$ cat src/rtl/usb_rx_bit_timer.sv
// usb_rx_bit_timer: recovers USB bit timing from the synchronized D+/D- pair,
// decodes NRZI, drops stuffed bits and detects end of packet (SE0 then J).
// Emits one-cycle bit strobes for the RX shift register / packet FSM.
// Optional build macro USB_RX_STUFF_ERR_EN adds the stuff_err_RX output and
// aborts reception on a bit-stuffing violation.
module usb_rx_bit_timer #(
   parameter int CLKS_PER_BIT = 8
) (
   input  logic clk,
   input  logic rst,
   input  logic dp_in,
   input  logic dm_in,
   input  logic rx_enable,
   output logic bit_valid_RX,
   output logic bit_data_RX,
   output logic eop_RX,
   output logic rx_active
`ifdef USB_RX_STUFF_ERR_EN
   ,
   output logic stuff_err_RX
`endif
);

   localparam int HALF = CLKS_PER_BIT / 2;
   localparam int CW   = $clog2(CLKS_PER_BIT);

   localparam logic [CW-1:0] HALF_C = CW'(HALF);
   localparam logic [CW-1:0] LAST_C = CW'(CLKS_PER_BIT - 1);
   localparam logic [CW-1:0] ONE_C  = CW'(1);

   // Line states as {dp, dm}
   localparam logic [1:0] LINE_J   = 2'b10;
   localparam logic [1:0] LINE_K   = 2'b01;
   localparam logic [1:0] LINE_SE0 = 2'b00;
   localparam logic [1:0] LINE_SE1 = 2'b11;

   typedef enum logic [1:0] {
      ST_IDLE     = 2'd0,
      ST_ACTIVE   = 2'd1,
      ST_EOP_WAIT = 2'd2
   } state_t;

   state_t        state_reg;
   logic [CW-1:0] cnt_reg;
   logic [2:0]    ones_reg;
   logic [1:0]    se0_cnt_reg;
   logic [1:0]    prev_line_reg;
   logic [1:0]    last_sample_reg;

   logic [1:0] line;
   logic [1:0] eff_line;
   logic       cur_jk;
   logic       prev_jk;
   logic       edge_det;
   logic       sample;
   logic       bit_val;

   // Line decode, J<->K edge detection and sample-point selection
   always_comb begin
      line     = {dp_in, dm_in};
      // SE1 is meaningless on the bus: behave as if the line did not change
      eff_line = (line == LINE_SE1) ? prev_line_reg : line;
      cur_jk   = (eff_line == LINE_J) || (eff_line == LINE_K);
      prev_jk  = (prev_line_reg == LINE_J) || (prev_line_reg == LINE_K);
      // Only genuine J<->K transitions resync; entering/leaving SE0 does not
      edge_det = cur_jk && prev_jk && (eff_line != prev_line_reg);
      // An edge landing on the sample point wins: resync instead of sampling
      sample   = (cnt_reg == HALF_C) && !edge_det;
      bit_val  = (eff_line == last_sample_reg);
   end

   // Receive FSM: bit counter, NRZI decode, unstuffing, EOP detection
   always_ff @(posedge clk) begin
      if (rst) begin
         state_reg       <= ST_IDLE;
         cnt_reg         <= '0;
         ones_reg        <= '0;
         se0_cnt_reg     <= '0;
         prev_line_reg   <= LINE_J;
         last_sample_reg <= LINE_J;
         bit_valid_RX    <= 1'b0;
         bit_data_RX     <= 1'b0;
         eop_RX          <= 1'b0;
         rx_active       <= 1'b0;
`ifdef USB_RX_STUFF_ERR_EN
         stuff_err_RX    <= 1'b0;
`endif
      end else begin
         // Strobes are single-cycle by default
         bit_valid_RX  <= 1'b0;
         eop_RX        <= 1'b0;
`ifdef USB_RX_STUFF_ERR_EN
         stuff_err_RX  <= 1'b0;
`endif
         prev_line_reg <= eff_line;

         case (state_reg)
            ST_IDLE: begin
               // SYNC starts with the first J->K transition
               if (rx_enable && edge_det && (eff_line == LINE_K)) begin
                  state_reg       <= ST_ACTIVE;
                  cnt_reg         <= ONE_C;
                  last_sample_reg <= LINE_J;
                  ones_reg        <= '0;
                  se0_cnt_reg     <= '0;
                  rx_active       <= 1'b1;
               end
            end

            ST_ACTIVE: begin
               if (!rx_enable) begin
                  state_reg <= ST_IDLE;
                  rx_active <= 1'b0;
               end else begin
                  if (edge_det)
                     cnt_reg <= ONE_C;
                  else if (cnt_reg == LAST_C)
                     cnt_reg <= '0;
                  else
                     cnt_reg <= cnt_reg + ONE_C;

                  if (sample) begin
                     if (eff_line == LINE_SE0) begin
                        // Second consecutive SE0 bit time marks EOP
                        se0_cnt_reg <= se0_cnt_reg + 2'd1;
                        if (se0_cnt_reg == 2'd1)
                           state_reg <= ST_EOP_WAIT;
                     end else begin
                        last_sample_reg <= eff_line;
                        se0_cnt_reg     <= '0;
                        if (ones_reg == 3'd6) begin
                           // Bit after six 1s is a stuffed bit: never forwarded
                           ones_reg <= '0;
`ifdef USB_RX_STUFF_ERR_EN
                           if (bit_val) begin
                              stuff_err_RX <= 1'b1;
                              rx_active    <= 1'b0;
                              state_reg    <= ST_IDLE;
                           end
`endif
                        end else begin
                           bit_valid_RX <= 1'b1;
                           bit_data_RX  <= bit_val;
                           ones_reg     <= bit_val ? (ones_reg + 3'd1) : 3'd0;
                        end
                     end
                  end
               end
            end

            ST_EOP_WAIT: begin
               if (!rx_enable) begin
                  state_reg <= ST_IDLE;
                  rx_active <= 1'b0;
               end else if (eff_line == LINE_J) begin
                  eop_RX    <= 1'b1;
                  rx_active <= 1'b0;
                  state_reg <= ST_IDLE;
               end else if (eff_line == LINE_K) begin
                  // K after SE0 is not a valid EOP: abandon without a pulse
                  rx_active <= 1'b0;
                  state_reg <= ST_IDLE;
               end
            end

            default: begin
               state_reg <= ST_IDLE;
               rx_active <= 1'b0;
            end
         endcase
      end
   end

endmodule
$ cat config.mk
export PLATFORM = sky130hd
export DESIGN_NAME = usb_rx_bit_timer
export DESIGN_NICKNAME = d
export VERILOG_FILES = /design/src/rtl/usb_rx_bit_timer.sv
export SDC_FILE = /design/constraint.sdc
export NUM_CORES = 1
export LEC_CHECK = 0
export BUFFER_PORTS_ARGS = -buffer_cell sky130_fd_sc_hd__buf_2
export CAP_MARGIN = 20
export CORE_MARGIN = 1
export CORE_UTILIZATION = 62
export DETAILED_ROUTE_END_ITERATION = 6
export GPL_TIMING_DRIVEN = 0
export PLACE_DENSITY = 0.83
export SKIP_LAST_GASP = 1
export SYNTH_ARGS = -nofsm -noshare
export SYNTH_HDL_FRONTEND = slang
export SYNTH_SLANG_ARGS = --single-unit
export TNS_END_PERCENT = 10
$ cat constraint.sdc
create_clock -name clk -period 6.56 [get_ports clk]
set_input_delay 1.312 -clock clk [delete_from_list [all_inputs] [get_ports clk]]
set_output_delay 1.312 -clock clk [all_outputs]
set_load 0.02 [all_outputs]
==> flow_summary.json, run 1 <==
{
  "status": "completed",
  "async_flop_share_pct": 0,
  "drc": 0,
  "min_from": "rx_active",
  "setup_viol": 0,
  "grt-ovfl-total": 0,
  "netlist_area_sq_mm": 0.00113,
  "htreeDepth": 1,
  "start_util_pct": 65.7,
  "io_pins": 9,
  "place_ws_ns": 2.87,
  "cp_top_family": "simple AND/OR/NAND/NOR gates",
  "synth_top_area_share_pct": 31.8,
  "cp_max_fo": 7,
  "synth_most_common_cell": "dfxtp_1",
  "end_kind": "register",
  "viasPerCell": 5.98,
  "fmax_mhz": 292,
  "cts_buffers": 3,
  "synth_cells": 129,
  "hold_ws_ns": 0.478,
  "rsz0062_at_grt": "no",
  "r2r_start": "prev_line_reg[0]",
  "vdd_ir_drop_max_mv": 0.157,
  "grtUsageTotal_pct": 25.5,
  "cts_tree": "done",
  "die_h_microns": 44.8,
  "maxSlewHeadroom_pct": 66.9,
  "grt_pass1_vias": 936,
  "numClockSinks": 18,
  "grt_pass1_wl_mm": 3.80,
  "critPathBufInv": 3,
  "max_slew.worst_pin.slew_ns": 0.491,
  "wirelength_mm": 2.22,
  "clock_skew_ns": 0.00194,
  "clkTransAtPathRegs_ns": 0.10,
  "cpPeakStageDelay_ns": 0.42,
  "synth_area_leaders": "dfxtp_1 (32%), ha_1 (9.9%), nor4b_4 (4.2%), nand2_1 (3.6%), inv_1 (3.3%)",
  "fin_crit_sh_pct": 52.2,
  "crit_slowest_cell": "ha_1",
  "p_per_area_mw_per_mm2": 192,
  "place_congestion": 0.819,
  "yosysTopAreaCell": "dfxtp_1",
  "hold_path_class": "register to register",
  "cts-root-buf": "clkbuf_4",
  "ys_seq_area_share_pct": 31.8,
  "cts_max_path_buffers": 2,
  "synth-seq-cells": 18,
  "min_period_ns": 3.42,
  "drive_gt1_share_pct": 17.1,
  "die_area_sq_mm": 0.00201,
  "coreArea_sq_mm": 0.00173,
  "syn-num-nets": 143,
  "ys_types": 42,
  "finalSetupTns_ns": 0,
  "diodes": 0,
  "synth_common_cells": "dfxtp_1 (18), nand2_1 (11), inv_1 (10), nor2_1 (10), ha_1 (9)",
  "drtIter0Drc": 19,
  "std_cell_rows": 15,
  "fillers": 141,
  "multiInputGateArea_sq_um": 724,
  "dr.pass1.iters": 5,
  "antenna_found_initial": 0,
  "p_leak_nw": 0.488,
  "vias": 986,
  "synth_edf_count": 0,
  "post-cts-setup-buffers": 0,
  "final-hold-violation-count": 0,
  "ant_nets": 0,
  "crit_path_start_kind": "input port",
  "seq_area_sq_um": 360,
  "cp_data_required_time_ns": 6.76,
  "fin_util_pct": 71.2,
  "path_cells": "buf_2, inv_1, o21ai_0, inv_1, ha_1, nor4b_4, nor2_2, mux2i_1, nand3b_1, o311ai_1",
  "cts_resized": 0,
  "dp_hpwl_mm": 1.68,
  "placed_area_sq_mm": 0.00121,
  "die_width_microns": 44.8,
  "ys_warn_count": 0,
  "io_buffers": 8,
  "layout.nets": 156,
  "cpMostUsedCell": "inv_1",
  "final_area_sq_mm": 0.00123,
  "critPathKind": "input port to register",
  "wire_per_inst_microns": 13.4,
  "clkLatencyLatePin_ns": 0.29,
  "syn_avg_cell_area_sq_um": 8.80,
  "yosys_most_used_dff": "dfxtp_1",
  "setup_ws_ns": 3.14,
  "hold_buffers": 0,
  "cp.arrival_ns": 3.62,
  "final-max-slew-violation-count": 0,
  "grt_max_degree": 11,
  "crit_start": "dp_in",
  "cap_violations": 0,
  "area_growth_pct": 8.27
}
## area by class of cell
cell class	instances	share of cell area, %
buffer	3	1.02
multi-input combinational	98	59.0
tap	25	2.55
timing repair buffer	8	3.26
inverter	10	3.05
clock buffer	3	1.83
sequential	18	29.3
## worst paths after layout
check	to	slack, ns	cells past startpoint
setup / recovery	ones_reg[2]	3.14	10
setup reg to reg	ones_reg[2]	3.92	8
hold reg to reg	rx_active	0.48	1
hold / removal	rx_active	0.48	1
## through the flow
step	total power, mW	instances
4_1_cts	0.237	165
3_5_place_dp	0.184	162
5_1_grt	0.250	165
2_1_floorplan	0.170	129
3_3_place_gp	0.182	162
6_report	0.236	165
## layer usage
layer / up-vias / global-route usage (%) / wire, microns / part of all wire [%]
li1: 490 / - / - / -
met1: 467 / 31.4 / 1060 / 48
met2: 22 / 42.6 / 1040 / 47
met3: 7 / 3.60 / 60 / 2.7
met4: 0 / 14.5 / 55 / 2.5
met5: - / 0 / 0 / 0
## layout by cell type (no fill, tap or decap), types with 2 or more instances in the layout
cell      Yosys  layout
a21oi_1       7       7
a22oi_1       2       2
buf_2         1       9
clkbuf_1      2       2
clkbuf_4      0       3
dfxtp_1      18      18
ha_1          9       9
inv_1        10      10
mux2i_1       2       2
nand2_1      11      11
nand2b_1      3       3
nand3_1       3       3
nand4_1       2       2
nor2_1       10      10
nor2b_1       3       3
nor3_1        6       6
nor3b_1       2       2
nor4b_1       2       2
nor4b_4       2       2
o211ai_1      4       4
o21ai_0       6       6
o21bai_1      2       2
or4b_4        2       2
## cell families (layout without fill, tap and decap cells)
family	count (synthesis)	in the layout	share of synthesized area (%)
multiplexers	3	3	3.09
AND/OR/NAND/NOR	55	55	31.3
buffers and inverters	13	24	4.41
adder cells (fa/ha/maj)	9	9	9.92
flip-flops	18	18	31.8
AO/OA/AOI/OAI	31	31	19.5
## power by group
| part | internal [mW] | switching [mW] | total [mW] |
|---|---|---|---|
| combinational | 0.0240 | 0.0393 | 0.0633 |
| clock | 0.0213 | 0.0321 | 0.0534 |
| sequential | 0.115 | 0.00489 | 0.120 |
| total | 0.160 | 0.0763 | 0.236 |
No activity file was read; power rests on OpenSTA's default activity.
==> run 2: changes to the inputs <==
CORE_UTILIZATION = 58   (was 62)
PLACE_DENSITY = 0.78   (was 0.83)
clock period = 3.4 ns   (was 6.56 ns; I/O delays follow)
==> run 2 against run 1 <==
Routed wire length is 1.6% lower; critical path depth is 1 lower; sequential share of layout area down 0.32 points; count of clock-buffer cells in the layout rose by 1; cell count is 0.61% higher; global-route usage is 3.6 points lower; critical path type unchanged; largest power group unchanged.
==> flow_summary.json, run 2 (synthesized netlist as in run 1, its figures left out) <==
{
  "vias": 956,
  "final_cell_mix": "dfxtp_1 (18), nand2_1 (11), inv_1 (10), nor2_1 (10)",
  "cts_buffers": 3,
  "crit_slowest_cell": "or4b_4",
  "setup_viol": 0,
  "place_ws_ns": 0.322,
  "critPathBufInv": 3,
  "fmax_mhz": 364,
  "post-cts-setup-buffers": 0,
  "cts_max_path_buffers": 2,
  "cts_resized": 0,
  "hold_ws_ns": 0.485,
  "antenna_found_initial": 0,
  "cp_max_fo": 7,
  "hold_path_class": "register to register",
  "min_period_ns": 2.75,
  "drc": 0,
  "maxSlewHeadroom_pct": 63.7,
  "rsz0062_at_grt": "no",
  "placedCellCount": 162,
  "drive_gt1_share_pct": 17.7,
  "vdd_ir_drop_max_mv": 0.245,
  "die_area_sq_mm": 0.00214,
  "place_congestion": 0.813,
  "final-max-slew-violation-count": 0,
  "hold_buffers": 0,
  "area_growth_pct": 9.48,
  "grt-ovfl-total": 0,
  "cpPeakStageDelay_ns": 0.54,
  "cts_tree": "done",
  "grtUsageTotal_pct": 21.9,
  "p_leak_nw": 0.495,
  "instances_no_fill": 166,
  "wirelength_mm": 2.18,
  "cp_top_family": "compound AO/OA/AOI/OAI gates",
  "cap_violations": 0,
  "die_width_microns": 46.2,
  "diodes": 0,
  "start_util_pct": 63.6,
  "fin_crit_sh_pct": 80.9,
  "clkTransAtPathRegs_ns": 0.11,
  "status": "completed",
  "wl_met3_microns": 63,
  "finalSetupTns_ns": 0,
  "grt_pass1_wl_mm": 3.35,
  "max_slew.worst_pin.slew_ns": 0.539,
  "io_buffers": 8,
  "final-hold-violation-count": 0,
  "clkLatencyLatePin_ns": 0.29,
  "dp_hpwl_mm": 1.66,
  "p_per_area_mw_per_mm2": 391,
  "dr.max_layer_used": "met4",
  "dr.pass1.iters": 4,
  "fillers": 154,
  "die_h_microns": 46.2,
  "final_common_cell": "dfxtp_1",
  "seq_area_sq_um": 360,
  "layout.nets": 156,
  "htreeDepth": 1,
  "cp.arrival_ns": 2.97,
  "wl_met1_mm": 1.09,
  "clock_skew_ns": 0.00374,
  "cp_data_required_time_ns": 3.62,
  "end_kind": "register",
  "grt_pass1_vias": 816,
  "grt_max_degree": 11,
  "setup_ws_ns": 0.650,
  "numClockSinks": 18,
  "drtIter0Drc": 19,
  "wire_per_inst_microns": 13.2,
  "cpMostUsedCell": "inv_1",
  "path_cells": "buf_2, inv_1, o21ai_0, inv_1, ha_1, or4b_4, a21boi_2, o21bai_2, a221oi_2",
  "multiInputGateArea_sq_um": 724,
  "critPathKind": "input port to register",
  "coreArea_sq_mm": 0.00178,
  "crit_path_start_kind": "input port",
  "viasPerCell": 5.76,
  "ant_nets": 0,
  "io_pins": 9,
  "cts-root-buf": "clkbuf_4",
  "std_cell_rows": 15,
  "routed-wl-met2_mm": 1.01,
  "finalPower_uw": 486
}
run 2: cell types whose count changed in the layout (fill, tap and decap cells not counted):
cell	previous run	this run
clkbuf_8	0	1
run 2: cell type report:
class | count | share of cell area (%)
multi-input cells | 98 | 58.3
flip-flops and latches | 18 | 29.0
repair buffers | 8 | 3.22
inverters | 10 | 3.02
clock buffers | 4 | 2.92
well taps | 25 | 2.52
plain buffers | 3 | 1.01
run 2: routing by layer:
layer	vias to the layer above	track usage (%)
met2	14	36.3
li1	494	-
met3	4	5.10
met5	-	0
met4	0	7.06
met1	444	27.8
run 2: worst paths after layout:
kind / startpoint / endpoint / slack, ns / depth (start not counted)
worst min-delay path: ones_reg[1] / ones_reg[1] / 0.49 / 2
worst max-delay path: dp_in / cnt_reg[0] / 0.65 / 9
worst max register to register: prev_line_reg[0] / cnt_reg[0] / 0.81 / 7
worst min register to register: ones_reg[1] / ones_reg[1] / 0.49 / 2
run 2: worst register-to-register path, stage by stage (launching register included):
cell      delay [ns]
dfxtp_1         0.42
o21ai_0         0.46
inv_1           0.13
ha_1            0.41
or4b_4          0.54
a21boi_2        0.19
o21bai_2        0.11
a221oi_2        0.26
run 2: per-stage QoR:
stage	area [sq um]	util (%)
after floorplan	1130	-
after global placement	1210	67.6
after detailed placement	1210	67.6
after CTS	1240	69.7
after global routing	1240	69.7
final	1240	69.7
run 2: power by group:
group / switching (mW) / internal, mW
Sequential: 0.00952 / 0.221
Combinational: 0.0755 / 0.0461
Clock: 0.0680 / 0.0652
Total: 0.153 / 0.333
==> run 3: changes to the inputs <==
clock period = 2.7 ns   (was 3.4 ns; I/O delays follow)
==> run 3 against run 2 <==
Sequential share of layout area stayed put; non-clock buffer count unchanged; worst hold slack stayed put.
==> flow_summary.json, run 3 (synthesized netlist as in run 1, its figures left out) <==
{
  "path_cells": "buf_2, inv_1, o21ai_0, ha_1, or4b_4, a21boi_2, o21bai_2, a221oi_2",
  "cts_buffers": 3,
  "fin_util_pct": 69.7,
  "placedCellCount": 162,
  "status": "completed",
  "dp_hpwl_mm": 1.66,
  "grt-ovfl-total": 0,
  "maxSlewHeadroom_pct": 63.7,
  "cap_violations": 0,
  "final_cell_mix": "dfxtp_1 (18), nand2_1 (11), inv_1 (10), nor2_1 (10)",
  "min_period_ns": 2.51,
  "critPathKind": "input port to register",
  "grtUsageTotal_pct": 21.9,
  "hold_buffers": 0,
  "die_h_microns": 46.2,
  "hold-path-cell-count": 2,
  "io_buffers": 8,
  "drtIter0Drc": 17,
  "final-hold-violation-count": 0,
  "vias": 960,
  "drive_gt1_share_pct": 17.7,
  "clkLatencyLatePin_ns": 0.29,
  "ff2ff_path_depth": 6,
  "cpPeakStageDelay_ns": 0.54,
  "antenna_found_initial": 0,
  "end_kind": "register",
  "drc": 0,
  "clkTransAtPathRegs_ns": 0.11,
  "critPathBufInv": 2,
  "p_leak_nw": 0.495,
  "die_width_microns": 46.2,
  "fin_crit_sh_pct": 93.0,
  "diodes": 0,
  "grt_pass1_vias": 816,
  "final_common_cell": "dfxtp_1",
  "final-max-slew-violation-count": 0,
  "dr.pass1.iters": 4,
  "cp.arrival_ns": 2.73,
  "grt_max_degree": 11,
  "cts_max_path_buffers": 2,
  "clock_skew_ns": 0.00419,
  "rsz0062_at_grt": "no",
  "crit_path_start_kind": "input port",
  "grt_pass1_wl_mm": 3.35,
  "cp_max_fo": 8,
  "die_area_sq_mm": 0.00214,
  "instances_no_fill": 166,
  "cp_top_family": "compound AO/OA/AOI/OAI gates",
  "cts_resized": 0,
  "post-cts-setup-buffers": 0,
  "setup_viol": 0,
  "max_slew.worst_pin.slew_ns": 0.539,
  "io_pins": 9,
  "cts_tree": "done",
  "cp.depth": 8,
  "area_growth_pct": 9.48,
  "coreArea_sq_mm": 0.00178,
  "viasPerCell": 5.78,
  "htreeDepth": 1,
  "finalSetupTns_ns": 0,
  "hold_path_class": "register to register",
  "cp_data_required_time_ns": 2.92,
  "wirelength_mm": 2.18,
  "numClockSinks": 18,
  "place_ws_ns": -0.238,
  "crit_slowest_cell": "or4b_4",
  "ant_nets": 0,
  "hold_ws_ns": 0.485,
  "setup_ws_ns": 0.188,
  "p_per_area_mw_per_mm2": 493,
  "fmax_mhz": 398,
  "std_cell_rows": 15,
  "start_util_pct": 63.6,
  "vdd_ir_drop_max_mv": 0.308,
  "wire_per_inst_microns": 13.2,
  "place_congestion": 0.813,
  "cts-root-buf": "clkbuf_4",
  "layout.nets": 156
}
==> run 3: cell counts in the layout (fill, tap and decap cells not counted) <==
Identical to the previous run, type by type.
==> run 3: worst min-delay path, delay by kind of cell (launching register included) <==
kind | cells | cell delay [ns]
AOI/OAI and AO/OA | 1 | 0.05
DFF | 1 | 0.34
and+or+nand+nor | 1 | 0.06
==> run 3: layer usage <==
metal	routed length [microns]	global-route usage [%]	share of wire, %	vias up
met5	0	0	0	-
met4	22	7.06	1.0	0
met3	72	5.10	3.3	4
met2	1010	36.3	46	16
met1	1080	27.8	49	445
li1	-	-	-	495
==> run 3: metrics by stage <==
| stage | total power [mW] | instance area (sq um) |
|---|---|---|
| floorplan | 0.413 | 1130 |
| global placement | 0.442 | 1210 |
| detailed placement | 0.448 | 1210 |
| CTS | 0.615 | 1240 |
| global route | 0.650 | 1240 |
| finish | 0.612 | 1240 |
==> run 3: final cells by class <==
type                    instances  area [sq um]
plain buffers                   3          12.5
repair buffers                  8          40.0
multi-input cells              98           724
fillers                       154           541
inverters                      10          37.5
clock buffers                   4          36.3
well taps                      25          31.3
flip-flops and latches         18           360
==> run 3: power by group <==
part	leakage [nW]	switching (mW)	internal, mW
Combinational	0.329	0.0950	0.0582
Sequential	0.146	0.0120	0.279
Clock	0.0210	0.0859	0.0821
==> run 3: worst paths after layout <==
check                         from     endpoint  slack (ns)
setup / recovery             dm_in   cnt_reg[0]        0.19
hold / removal         ones_reg[1]  ones_reg[1]        0.49
setup reg to reg  prev_line_reg[1]   cnt_reg[0]        0.22
hold reg to reg        ones_reg[1]  ones_reg[1]        0.49
